<file path="config.mk">
export PLATFORM = sky130hd
export DESIGN_NAME = log_reader
export DESIGN_NICKNAME = d
export VERILOG_FILES = /design/src/rtl/log_reader.sv
export SDC_FILE = /design/constraint.sdc
export NUM_CORES = 1
export LEC_CHECK = 0
export CORE_UTILIZATION = 30
export CTS_CLUSTER_SIZE = 24
export DETAILED_ROUTE_END_ITERATION = 10
export HOLD_SLACK_MARGIN = 0.06
export SYNTH_ARGS = -nofsm -noshare
export SYNTH_HDL_FRONTEND = slang
export SYNTH_SLANG_ARGS = --single-unit
</file>
<file path="constraint.sdc">
create_clock -name clock -period 5.55 [get_ports clock]
set_clock_uncertainty 0.2 [all_clocks]
set_input_delay 1.3875 -clock clock [delete_from_list [all_inputs] [get_ports clock]]
set_output_delay 1.3875 -clock clock [all_outputs]
set_load 0.005 [all_outputs]
</file>
<file path="src/rtl/log_reader.sv">
// -----------------------------------------------------------------------------
// log_reader
//
// Dumps the contents of a captured log memory to a microcontroller, one word
// at a time, over a valid/ready handshake.
//
// A dump starts on a rising edge of i_start while idle. If the log memory
// holds a complete capture (i_mem_full), every address from 0 up to
// 2**ADDR_W-1 is read in order, and each word is presented on o_data until
// the micro accepts it. If the memory is not full, the request is refused
// with a one-cycle o_err pulse. A dump can be cut short at any time with
// i_abort.
//
// Per-word sequence (three cycles minimum):
//   ISSUE : o_mem_en high for one cycle, o_mem_addr = word index
//   WAIT  : memory returns data; it is captured into o_data on the next edge
//   HOLD  : o_valid high, o_data stable until i_ready is seen
//
// Ports
//   clock       : single clock for all logic
//   i_reset     : synchronous, active-low reset
//   i_mem_full  : log memory holds a complete capture
//   i_start     : dump request (level; only its rising edge matters)
//   i_abort     : abort a running dump, back to idle without o_done
//   o_mem_en    : log memory read enable
//   o_mem_addr  : log memory read address (always the word counter)
//   i_mem_data  : log memory read data, valid one cycle after o_mem_en
//   o_data      : word presented to the micro
//   o_valid     : o_data is valid
//   i_ready     : micro accepts o_data
//   o_busy      : a dump is in progress (any state other than idle)
//   o_done      : one-cycle pulse after the last word is accepted
//   o_err       : one-cycle pulse when a start request is refused
// -----------------------------------------------------------------------------
module log_reader #(
   parameter int ADDR_W = 15,
   parameter int DATA_W = 32
) (
   input  logic              clock,
   input  logic              i_reset,
   input  logic              i_mem_full,
   input  logic              i_start,
   input  logic              i_abort,
   output logic              o_mem_en,
   output logic [ADDR_W-1:0] o_mem_addr,
   input  logic [DATA_W-1:0] i_mem_data,
   output logic [DATA_W-1:0] o_data,
   output logic              o_valid,
   input  logic              i_ready,
   output logic              o_busy,
   output logic              o_done,
   output logic              o_err
);

   typedef enum logic [2:0] {
      ST_IDLE  = 3'd0,
      ST_ISSUE = 3'd1,
      ST_WAIT  = 3'd2,
      ST_HOLD  = 3'd3,
      ST_DONE  = 3'd4
   } state_t;

   localparam logic [ADDR_W-1:0] ADDR_ZERO = {ADDR_W{1'b0}};
   localparam logic [ADDR_W-1:0] ADDR_ONE  = {{(ADDR_W-1){1'b0}}, 1'b1};
   localparam logic [ADDR_W-1:0] ADDR_LAST = {ADDR_W{1'b1}};
   localparam logic [DATA_W-1:0] DATA_ZERO = {DATA_W{1'b0}};

   state_t            state_r;
   logic [ADDR_W-1:0] count_r;
   logic              start_r;
   logic              start_seen_low_r;
   logic              trigger_s;
   logic              transfer_s;
   logic              last_word_s;

   // The counter register drives the memory address directly, so the address
   // is registered and holds the counter in every state.
   assign o_mem_addr = count_r;

   // Decode the start trigger, the handshake and the last-address condition.
   always_comb begin
      // start_seen_low_r keeps a level that was already high when reset
      // released from looking like a fresh rising edge: i_start must first
      // be observed low after reset.
      trigger_s   = start_seen_low_r & i_start & ~start_r;
      // o_valid is only ever high in HOLD, so this is the HOLD transfer.
      transfer_s  = o_valid & i_ready;
      last_word_s = (count_r == ADDR_LAST);
   end

   // Registered copy of i_start for edge detection, plus the post-reset arm.
   always_ff @(posedge clock) begin
      if (!i_reset) begin
         start_r          <= 1'b0;
         start_seen_low_r <= 1'b0;
      end else begin
         start_r          <= i_start;
         start_seen_low_r <= start_seen_low_r | ~i_start;
      end
   end

   // Dump sequencer: read issue, data capture, handshake, completion, abort.
   always_ff @(posedge clock) begin
      if (!i_reset) begin
         state_r  <= ST_IDLE;
         count_r  <= ADDR_ZERO;
         o_mem_en <= 1'b0;
         o_data   <= DATA_ZERO;
         o_valid  <= 1'b0;
         o_busy   <= 1'b0;
         o_done   <= 1'b0;
         o_err    <= 1'b0;
      end else begin
         // Pulse outputs default low; they are raised only on the edge that
         // enters the state in which they must be seen.
         o_mem_en <= 1'b0;
         o_done   <= 1'b0;
         o_err    <= 1'b0;

         if (i_abort && (state_r != ST_IDLE)) begin
            // Abort wins over everything, including a transfer on the same
            // edge; the pending word is dropped and no o_done is produced.
            state_r <= ST_IDLE;
            count_r <= ADDR_ZERO;
            o_valid <= 1'b0;
            o_busy  <= 1'b0;
         end else begin
            case (state_r)
               ST_IDLE: begin
                  if (trigger_s) begin
                     if (i_mem_full) begin
                        state_r  <= ST_ISSUE;
                        count_r  <= ADDR_ZERO;
                        o_mem_en <= 1'b1;
                        o_busy   <= 1'b1;
                     end else begin
                        o_err    <= 1'b1;
                     end
                  end else begin
                     state_r <= ST_IDLE;
                  end
               end

               ST_ISSUE: begin
                  // The read was presented during this cycle; the memory
                  // answers in the next one.
                  state_r <= ST_WAIT;
               end

               ST_WAIT: begin
                  o_data  <= i_mem_data;
                  o_valid <= 1'b1;
                  state_r <= ST_HOLD;
               end

               ST_HOLD: begin
                  if (transfer_s) begin
                     o_valid <= 1'b0;
                     if (last_word_s) begin
                        // Counter stays at the top address; it is cleared
                        // on the way back to idle, never wrapped.
                        state_r <= ST_DONE;
                        o_done  <= 1'b1;
                     end else begin
                        count_r  <= count_r + ADDR_ONE;
                        state_r  <= ST_ISSUE;
                        o_mem_en <= 1'b1;
                     end
                  end else begin
                     state_r <= ST_HOLD;
                  end
               end

               ST_DONE: begin
                  state_r <= ST_IDLE;
                  count_r <= ADDR_ZERO;
                  o_busy  <= 1'b0;
               end

               default: begin
                  state_r  <= ST_IDLE;
                  count_r  <= ADDR_ZERO;
                  o_mem_en <= 1'b0;
                  o_valid  <= 1'b0;
                  o_busy   <= 1'b0;
               end
            endcase
         end
      end
   end

endmodule

</file>
==> results of run 1 <==
-- synth_stat cells (all sizes together), types with 2 or more instances --
cell / count
inv: 7
a211o: 2
a22o: 2
and3: 3
nor2: 17
nand3: 8
nor3b: 2
o21ai: 3
a311oi: 2
dfxtp: 57
nand4b: 3
a31oi: 3
nand2b: 2
and4: 2
nor3: 4
nand2: 73
a21boi: 34
xor2: 4
buf: 3
a41oi: 2
clkbuf: 13
and3b: 2
a21oi: 4
nand4: 4
nor4: 3
-- final cells by class --
cell class,instances,share of cell area (%)
inverter,7,0.7407
sequential,57,32.17
clock inverter,2,0.3527
clock buffer,13,4.762
multi-input combinational,199,32.63
tap,102,3.598
timing repair buffer,92,25.75
-- worst max path at each step --
stage                     endpoint  slack, ns  cells past startpoint
floorplan           o_mem_addr[11]       2.70                      5
global placement    o_mem_addr[11]       1.81                      6
detailed placement  o_mem_addr[11]       1.78                      6
CTS                 o_mem_addr[11]       2.08                      6
global route        o_mem_addr[11]       1.87                      6
finish              o_mem_addr[11]       2.06                      6
-- per-stage QoR --
stage	power, mW	util [%]	area (sq um)	setup WS [ns]
floorplan	0.4421	-	2381	2.701
global placement	0.4786	43.78	3366	1.806
detailed placement	0.4786	43.78	3366	1.779
CTS	0.8325	46.14	3547	2.076
global route	0.8540	46.14	3547	1.868
finish	0.8181	46.14	3547	2.062
-- report_power, final --
part / internal (mW) / switching [mW]
registers: 0.413 / 0.00273
logic: 0.0348 / 0.0192
clock network: 0.195 / 0.153
total: 0.643 / 0.175
-- flip-flops by register name (all words and copies together), names as in the netlist --
name              flops
o_data               32
o_mem_addr           15
state_r               3
o_busy                1
o_done                1
o_err                 1
o_mem_en              1
o_valid               1
start_r               1
start_seen_low_r      1
-- logic make-up (layout without fill, tap and decap cells) --
group | count (synthesis) | in the layout
AND/OR/NAND/NOR | 128 | 128
buffers and inverters | 23 | 114
XOR/XNOR | 5 | 5
adder cells (fa/ha/maj) | 1 | 1
AO/OA/AOI/OAI | 63 | 63
multiplexers | 2 | 2
flip-flops | 57 | 57
-- metal layers --
layer | vias to the layer above | global-route usage [%] | part of all wire [%]
li1 | 1141 | - | -
met1 | 1047 | 20.03 | 48
met2 | 92 | 23.80 | 43
met3 | 8 | 5.360 | 7.7
met4 | 0 | 5.026 | 1.1
met5 | - | 0 | 0
-- critical path, stage by stage --
cell             delay (ns)
clkdlybuf4s50_1        0.48
and3b_1                0.24
a311o_1                0.54
a21boi_0               0.41
nor2_1                 0.13
a211o_1                0.32
==> results.py, run 1 <==
metrics = {
    "setup_path": {
        "startpoint_type": "primary input",
        "r2r-end": "o_mem_addr[0]",
        "rr_startpoint": "o_mem_addr[4]",
        "r2r_slack_ns": 3.01,
        "reg2regPathDepth": 5,
        "worstPathArrival_ns": 3.51,
        "crit_path_end_kind": "flop",
        "critPathLaunch": "i_start",
        "crit_path_max_fanout": 14,
        "worstSetupPathType": "primary input to flop",
        "cp.required_ns": 5.57,
    },
    "min_path": {
        "hold-path-cell-count": 2,
        "hold_path_class": "flop to flop",
        "holdCritStartpoint": "start_seen_low_r",
        "min_to": "start_seen_low_r",
    },
    "die": {
        "start_util_pct": 30.97,
        "pin_count": 90,
        "die_y_microns": 91.09,
        "coreArea_sq_um": 7687,
        "rows": 32,
        "die_w_microns": 91.09,
        "die_area_sq_um": 8297,
    },
    "clock_network": {
        "numClockSinks": 57,
        "cts_hold_buffers": 0,
        "clk_pin_slew_ns": 0.07,
        "cts_setup_buffers": 0,
        "max-clock-path-buffers": 2,
        "ctsResizeCount": 0,
        "clock_latency_ns": 0.33,
        "cts_tree": "done",
        "cts_made_buffers": 9,
        "clock-root-buffer": "clkbuf_8",
        "cts_max_level": 3,
    },
    "finish": {
        "drive_gt1_share_pct": 6.486,
        "final_common_cell": "clkdlybuf4s50_1",
        "n_antenna_cell": 0,
        "seq_area_sq_um": 1141,
        "nFillCells": 783,
        "layout.nets": 405,
        "final_cell_mix": "clkdlybuf4s50_1 (89), nand2_1 (73), dfxtp_1 (57), a21boi_0 (34), nor2_1 (17)",
        "fin_cells": 472,
        "syn_to_final_growth_pct": 48.98,
        "multiInputGateArea_sq_um": 1157,
    },
    "power": {
        "peakVddDrop_mv": 0.1290,
        "leakagePower_nw": 1.181,
        "p_per_area_nw_per_um2": 230.6,
    },
    "placement": {
        "place_congestion": 0.8168,
        "port_buffers": 89,
        "place_inst": 457,
        "hpwl_microns": 4260,
    },
    "outcome": {
        "outcome": "finished clean",
    },
    "logic_synthesis": {
        "synth_compound_area_share_pct": 20.28,
        "synthAdderAreaFrac_pct": 0.5255,
        "async_reset_ff_share_pct": 0,
        "synth_top_family_by_area": "simple AND/OR/NAND/NOR gates",
        "muxShareOfSynthArea_pct": 0.8933,
        "synth_edf_count": 0,
        "ys_warn_count": 0,
        "ys_seq_area_share_pct": 47.92,
        "syn_nets": 318,
        "yosysUniqueCellTypes": 48,
        "synthSimpleGateAreaFrac_pct": 24.80,
        "yosys_register_bits": 57,
        "yosys.area_share.xor_xnor_pct": 1.839,
        "synth_top_area_share_pct": 47.92,
        "synth_top_flop_cell": "dfxtp_1",
        "yosysTopAreaCell": "dfxtp_1",
        "netlist_instances": 279,
        "synthesis.area_sq_um": 2381,
        "syn_avg_cell_area_sq_um": 8.534,
        "synth_area_leaders": "dfxtp_1 (48%), nand2_1 (12%), a21boi_0 (11%)",
    },
    "global_routing": {
        "grt_overflow": 0,
        "antenna_found_initial": 0,
        "grt_max_degree": 38,
        "grt_pass1_wl_microns": 10110,
        "grt_use_total_pct": 15.41,
        "first_global_vias": 2117,
    },
    "timing": {
        "period_minus_slack_ns": 3.488,
        "max_freq_mhz": 286.7,
        "period_share_pct": 62.86,
        "finalSetupViolations": 0,
        "worstMarginPinSlew_ns": 0.8524,
        "maxSlewViolCount": 0,
        "hold_ws_ns": 0.2567,
        "relSlewSlack_pct": 42.65,
        "grt_setup_unrepaired": "no",
        "final-hold-violation-count": 0,
        "fin_tns_setup_ns": 0,
    },
    "route": {
        "vias": 2288,
        "drt-total-wl_microns": 6169,
        "remaining_drc_errors": 0,
        "drtAntennaViolNets": 0,
        "routedWlPerCell_microns": 13.07,
        "via_per_inst": 4.847,
        "drt_iter0_markers": 103,
        "drtPass1Iterations": 4,
    },
    "flow_run": {
        "drv_cap": 0,
    },
}
(Power assumes the default switching activity.)
==> inputs of run 2 (changes only) <==
Clock period 5.55 ns to 3.5 ns, I/O delays scaled along.
==> run 2 against run 1 <==
  * Clock power rose by 99%
  * Sequential share of layout area fell by 0.62 points
  * Highest routed layer unchanged
  * Critical endpoint unchanged
  * Worst setup slack got worse by 1.3 ns
==> results.py, run 2 (synthesis results as in run 1) <==
metrics = {
    "clock_network": {
        "clock-root-buffer": "clkbuf_8",
        "cts_setup_buffers": 0,
        "clk_pin_slew_ns": 0.06,
        "clock_latency_ns": 0.33,
        "numClockSinks": 57,
        "ctsResizeCount": 0,
        "max-clock-path-buffers": 2,
        "cts_tree": "done",
        "cts_max_level": 3,
        "cts_hold_buffers": 0,
        "cts_made_buffers": 9,
    },
    "timing": {
        "period_minus_slack_ns": 2.711,
        "finalSetupViolations": 0,
        "maxSlewViolCount": 0,
        "setup_ws_ns": 0.7889,
        "period_share_pct": 77.46,
        "grt_setup_unrepaired": "no",
        "worstMarginPinSlew_ns": 0.6644,
        "max_freq_mhz": 368.8,
        "final-hold-violation-count": 0,
        "fin_tns_setup_ns": 0,
        "relSlewSlack_pct": 55.30,
    },
    "setup_path": {
        "worstSetupPathType": "primary input to flop",
        "r2r-end": "o_mem_addr[6]",
        "slowest_delay_ns": 0.48,
        "startpoint_type": "primary input",
        "crit_path_end_kind": "flop",
        "r2r_slack_ns": 1.14,
        "reg2regPathDepth": 5,
        "path_buf_inv": 1,
        "cp.required_ns": 3.51,
        "cp_top_family": "compound AO/OA/AOI/OAI gates",
        "worstPathArrival_ns": 2.72,
        "slowest_stage": "clkdlybuf4s50_1",
        "rr_startpoint": "o_mem_addr[5]",
        "crit_path_max_fanout": 8,
        "worstPathCellList": "clkdlybuf4s50_1 > and3b_1 > a311o_1 > a21boi_0 > nor2_1 > a211o_1",
    },
    "placement": {
        "port_buffers": 89,
        "pre_cts_ws_ns": 0.4399,
        "hpwl_microns": 4191,
        "place_congestion": 0.8191,
    },
    "route": {
        "vias": 2216,
        "drtPass1Iterations": 4,
        "via_per_inst": 4.655,
        "drt_iter0_markers": 110,
        "remaining_drc_errors": 0,
        "drt-total-wl_microns": 5958,
        "drtAntennaViolNets": 0,
        "routedWlPerCell_microns": 12.52,
    },
    "global_routing": {
        "first_global_vias": 2045,
        "grt_max_degree": 33,
        "grt_pass1_wl_microns": 9570,
        "grt_overflow": 0,
        "grt_use_total_pct": 14.71,
        "antenna_found_initial": 0,
    },
    "min_path": {
        "min_to": "o_data[21]",
        "hold_path_class": "flop to flop",
        "hold-path-cell-count": 2,
        "holdCritStartpoint": "o_data[21]",
    },
    "flow_run": {
        "drv_cap": 0,
    },
    "die": {
        "start_util_pct": 30.97,
        "rows": 32,
        "coreArea_sq_um": 7687,
        "die_area_sq_um": 8297,
        "die_w_microns": 91.09,
        "die_y_microns": 91.09,
        "pin_count": 90,
    },
    "finish": {
        "n_antenna_cell": 0,
        "largest_register_ffs": 32,
        "layout.nets": 408,
        "largest-register": "o_data",
        "syn_to_final_growth_pct": 51.92,
        "final_common_cell": "clkdlybuf4s50_1",
        "final_cell_mix": "clkdlybuf4s50_1 (89), nand2_1 (73), dfxtp_1 (57), a21boi_0 (34), nor2_1 (17)",
        "drive_gt1_share_pct": 7.754,
    },
    "power": {
        "peakVddDrop_mv": 0.2246,
        "p_per_area_nw_per_um2": 397.6,
        "leakagePower_nw": 1.220,
    },
    "outcome": {
        "outcome": "finished clean",
    },
}
## run 2: how the worst max path moves through the flow
stage,start,end,cells after the start
2_1_floorplan,i_reset,o_mem_addr[11],5
3_3_place_gp,i_start,o_mem_addr[11],6
3_5_place_dp,i_start,o_mem_addr[11],6
4_1_cts,i_start,o_mem_addr[11],6
5_1_grt,i_start,o_mem_addr[11],6
6_report,i_start,o_mem_addr[11],6
## run 2: area by class of cell
| cell class | instances | area (sq um) |
|---|---|---|
| clock buffer | 11 | 151.4 |
| clock inverter | 5 | 77.57 |
| fill | 774 | 4070 |
| inverter | 7 | 26.28 |
| multi-input combinational | 199 | 1157 |
| sequential | 57 | 1141 |
| tap | 102 | 127.6 |
| timing repair buffer | 95 | 935.9 |
## run 2: per-stage QoR
step | cell area [sq um] | total power, mW | util (%) | hold WS, ns | instances
after floorplan | 2381 | 0.7010 | - | 0.2334 | 279
after global placement | 3388 | 0.7601 | 44.08 | 0.2475 | 460
after global routing | 3617 | 1.502 | 47.05 | 0.2839 | 476
final | 3617 | 1.438 | 47.05 | 0.2604 | 476
after detailed placement | 3388 | 0.7600 | 44.08 | 0.2537 | 460
after CTS | 3617 | 1.465 | 47.05 | 0.2634 | 476
## run 2: routing by layer
| layer | GRT usage, % | wire (microns) | vias up |
|---|---|---|---|
| met2 | 22.47 | 2486 | 74 |
| met4 | 5.688 | 94 | 0 |
| met5 | 0 | 0 | - |
| met3 | 4.606 | 327 | 11 |
| met1 | 19.29 | 3049 | 979 |
| li1 | - | - | 1152 |
## run 2: worst reg2reg max path, cell delays in order (launching register included)
cell and delay, ns:
dfxtp_1 0.47, nand4_2 0.22, or4_1 0.70, o211a_4 0.32, a311oi_1 0.28, a41o_1 0.12
## run 2: power breakdown
group	total [mW]	leakage [nW]	internal (mW)	switching (mW)
clock	0.693	0.115	0.437	0.256
combinational	0.0866	0.645	0.0565	0.0301
sequential	0.658	0.460	0.654	0.00418
==> inputs of run 3 (changes only) <==
Clock period 3.5 ns to 2.35 ns, I/O delays scaled along.
==> run 3 against run 2 <==
  * Non-clock buffer count is 22 higher
  * Wire length is 5.9% higher
  * Cell area rose by 5.6%
  * Die area stayed put
  * Worst setup slack got worse by 0.67 ns
  * Final cell count up 4.6%
  * Clock-buffer cell count is the same
  * Sequential power increased by 49%
  * Worst hold slack better by 0.0011 ns
  * Via count rose by 5.0%
  * Clock power grew 50%
  * Critical path type unchanged
  * Critical endpoint is now o_mem_addr[6]
==> results.py, run 3 (synthesis results as in run 1) <==
metrics = {
    "clock_network": {
        "cts_made_buffers": 9,
        "ctsResizeCount": 0,
        "cts_hold_buffers": 0,
        "clock_latency_ns": 0.33,
        "cts_max_level": 3,
        "clk_pin_slew_ns": 0.07,
        "max-clock-path-buffers": 2,
        "numClockSinks": 57,
        "cts_setup_buffers": 0,
        "clock-root-buffer": "clkbuf_8",
        "cts_tree": "done",
    },
    "route": {
        "remaining_drc_errors": 0,
        "wl_met2_microns": 2704,
        "drtPass1Iterations": 4,
        "wl_met1_microns": 3130,
        "vias": 2327,
        "routedWlPerCell_microns": 12.67,
        "drt-total-wl_microns": 6308,
        "top_layer_used": "met4",
        "drt_iter0_markers": 83,
        "via_per_inst": 4.673,
        "drtAntennaViolNets": 0,
        "dr_wl_met3_microns": 387,
    },
    "setup_path": {
        "worstSetupPathType": "primary input to flop",
        "cp_top_family": "compound AO/OA/AOI/OAI gates",
        "crit_path_end_kind": "flop",
        "r2r_slack_ns": 0.16,
        "slowest_stage": "clkdlybuf4s50_1",
        "critical_path_depth": 7,
        "startpoint_type": "primary input",
        "worstPathArrival_ns": 2.32,
        "reg2regPathDepth": 6,
        "rr_startpoint": "o_mem_addr[1]",
        "cp.required_ns": 2.43,
        "worstPathCellList": "clkdlybuf4s50_1 > and3b_1 > a311o_1 > buf_4 > o211a_4 > a311oi_1 > a41o_1",
        "r2r-end": "o_mem_addr[6]",
        "path_buf_inv": 2,
        "critPathCapture": "o_mem_addr[6]",
        "crit_path_max_fanout": 7,
        "critPathLaunch": "i_start",
        "slowest_delay_ns": 0.42,
    },
    "placement": {
        "hpwl_microns": 4477,
        "port_buffers": 89,
        "place_congestion": 0.8106,
    },
    "timing": {
        "final-hold-violation-count": 0,
        "period_share_pct": 94.94,
        "max_freq_mhz": 448.2,
        "relSlewSlack_pct": 70.60,
        "grt_setup_unrepaired": "no",
        "maxSlewViolCount": 0,
        "worstMarginPinSlew_ns": 0.4376,
        "period_minus_slack_ns": 2.231,
        "finalSetupViolations": 0,
    },
    "finish": {
        "largest-register": "o_data",
        "final_cell_mix": "clkdlybuf4s50_1 (89), nand2_1 (73), dfxtp_1 (57), a21boi_0 (34), buf_4 (25)",
        "layout.nets": 430,
        "final_common_cell": "clkdlybuf4s50_1",
        "fin_util_pct": 49.69,
        "drive_gt1_share_pct": 12.88,
        "n_antenna_cell": 0,
        "largest_register_ffs": 32,
        "syn_to_final_growth_pct": 60.43,
    },
    "min_path": {
        "holdCritStartpoint": "o_data[30]",
        "hold_path_class": "flop to flop",
        "hold-path-cell-count": 2,
    },
    "die": {
        "rows": 32,
        "die_area_sq_um": 8297,
        "coreArea_sq_um": 7687,
        "die_y_microns": 91.09,
        "start_util_pct": 30.97,
        "die_w_microns": 91.09,
        "pin_count": 90,
    },
    "global_routing": {
        "antenna_found_initial": 0,
        "first_global_vias": 2170,
        "grt_use_total_pct": 15.74,
        "grt_overflow": 0,
        "grt_pass1_wl_microns": 10320,
        "grt_max_degree": 36,
    },
    "power": {
        "p_per_area_nw_per_um2": 567.7,
        "leakagePower_nw": 1.343,
        "total_power_mw": 2.169,
        "peakVddDrop_mv": 0.2128,
    },
    "flow_run": {
        "drv_cap": 0,
    },
    "outcome": {
        "outcome": "finished clean",
    },
}
[run 3: how the worst min path moves through the flow]
stage	end	slack, ns
after floorplan	start_seen_low_r	0.23
after global placement	start_seen_low_r	0.25
after detailed placement	o_data[7]	0.26
after CTS	o_data[14]	0.27
after global routing	o_data[13]	0.28
final	o_data[30]	0.26
[run 3: through the flow]
stage / instance area [sq um] / hold WS [ns] / setup slack [ns] / setup TNS (ns) / cells
floorplan: 2381 / 0.2334 / 0.2016 / 0 / 279
global placement: 3591 / 0.2472 / -0.1957 / -1.496 / 482
detailed placement: 3591 / 0.2568 / -0.2126 / -1.850 / 482
CTS: 3820 / 0.2661 / 0.1315 / 0 / 498
global route: 3820 / 0.2826 / 0.04667 / 0 / 498
finish: 3820 / 0.2615 / 0.1189 / 0 / 498
[run 3: power by group]
part | leakage (nW) | switching (mW) | internal [mW]
logic | 0.767 | 0.0488 | 0.0951
clock network | 0.115 | 0.393 | 0.651
registers | 0.460 | 0.00629 | 0.974
total | 1.34 | 0.449 | 1.72
[run 3: tightest hold or removal path: stages, from the launching register on]
cell	delay, ns
dfxtp_1	0.31
nand2_1	0.04
a21boi_0	0.06
[run 3: cell type report]
cell class	count	area, sq um
Fill cell	765	3867
Multi-Input combinational cell	199	1157
Sequential cell	57	1141
Timing Repair Buffer	117	1139
Clock buffer	11	151.4
Tap cell	102	127.6
Clock inverter	5	77.57
Inverter	7	26.28
[run 3: metal layers]
layer  track usage [%]  up-vias
li1                  -     1191
met1             20.68     1056
met2             24.62       72
met3             3.434        8
met4             7.143        0
met5                 0        -
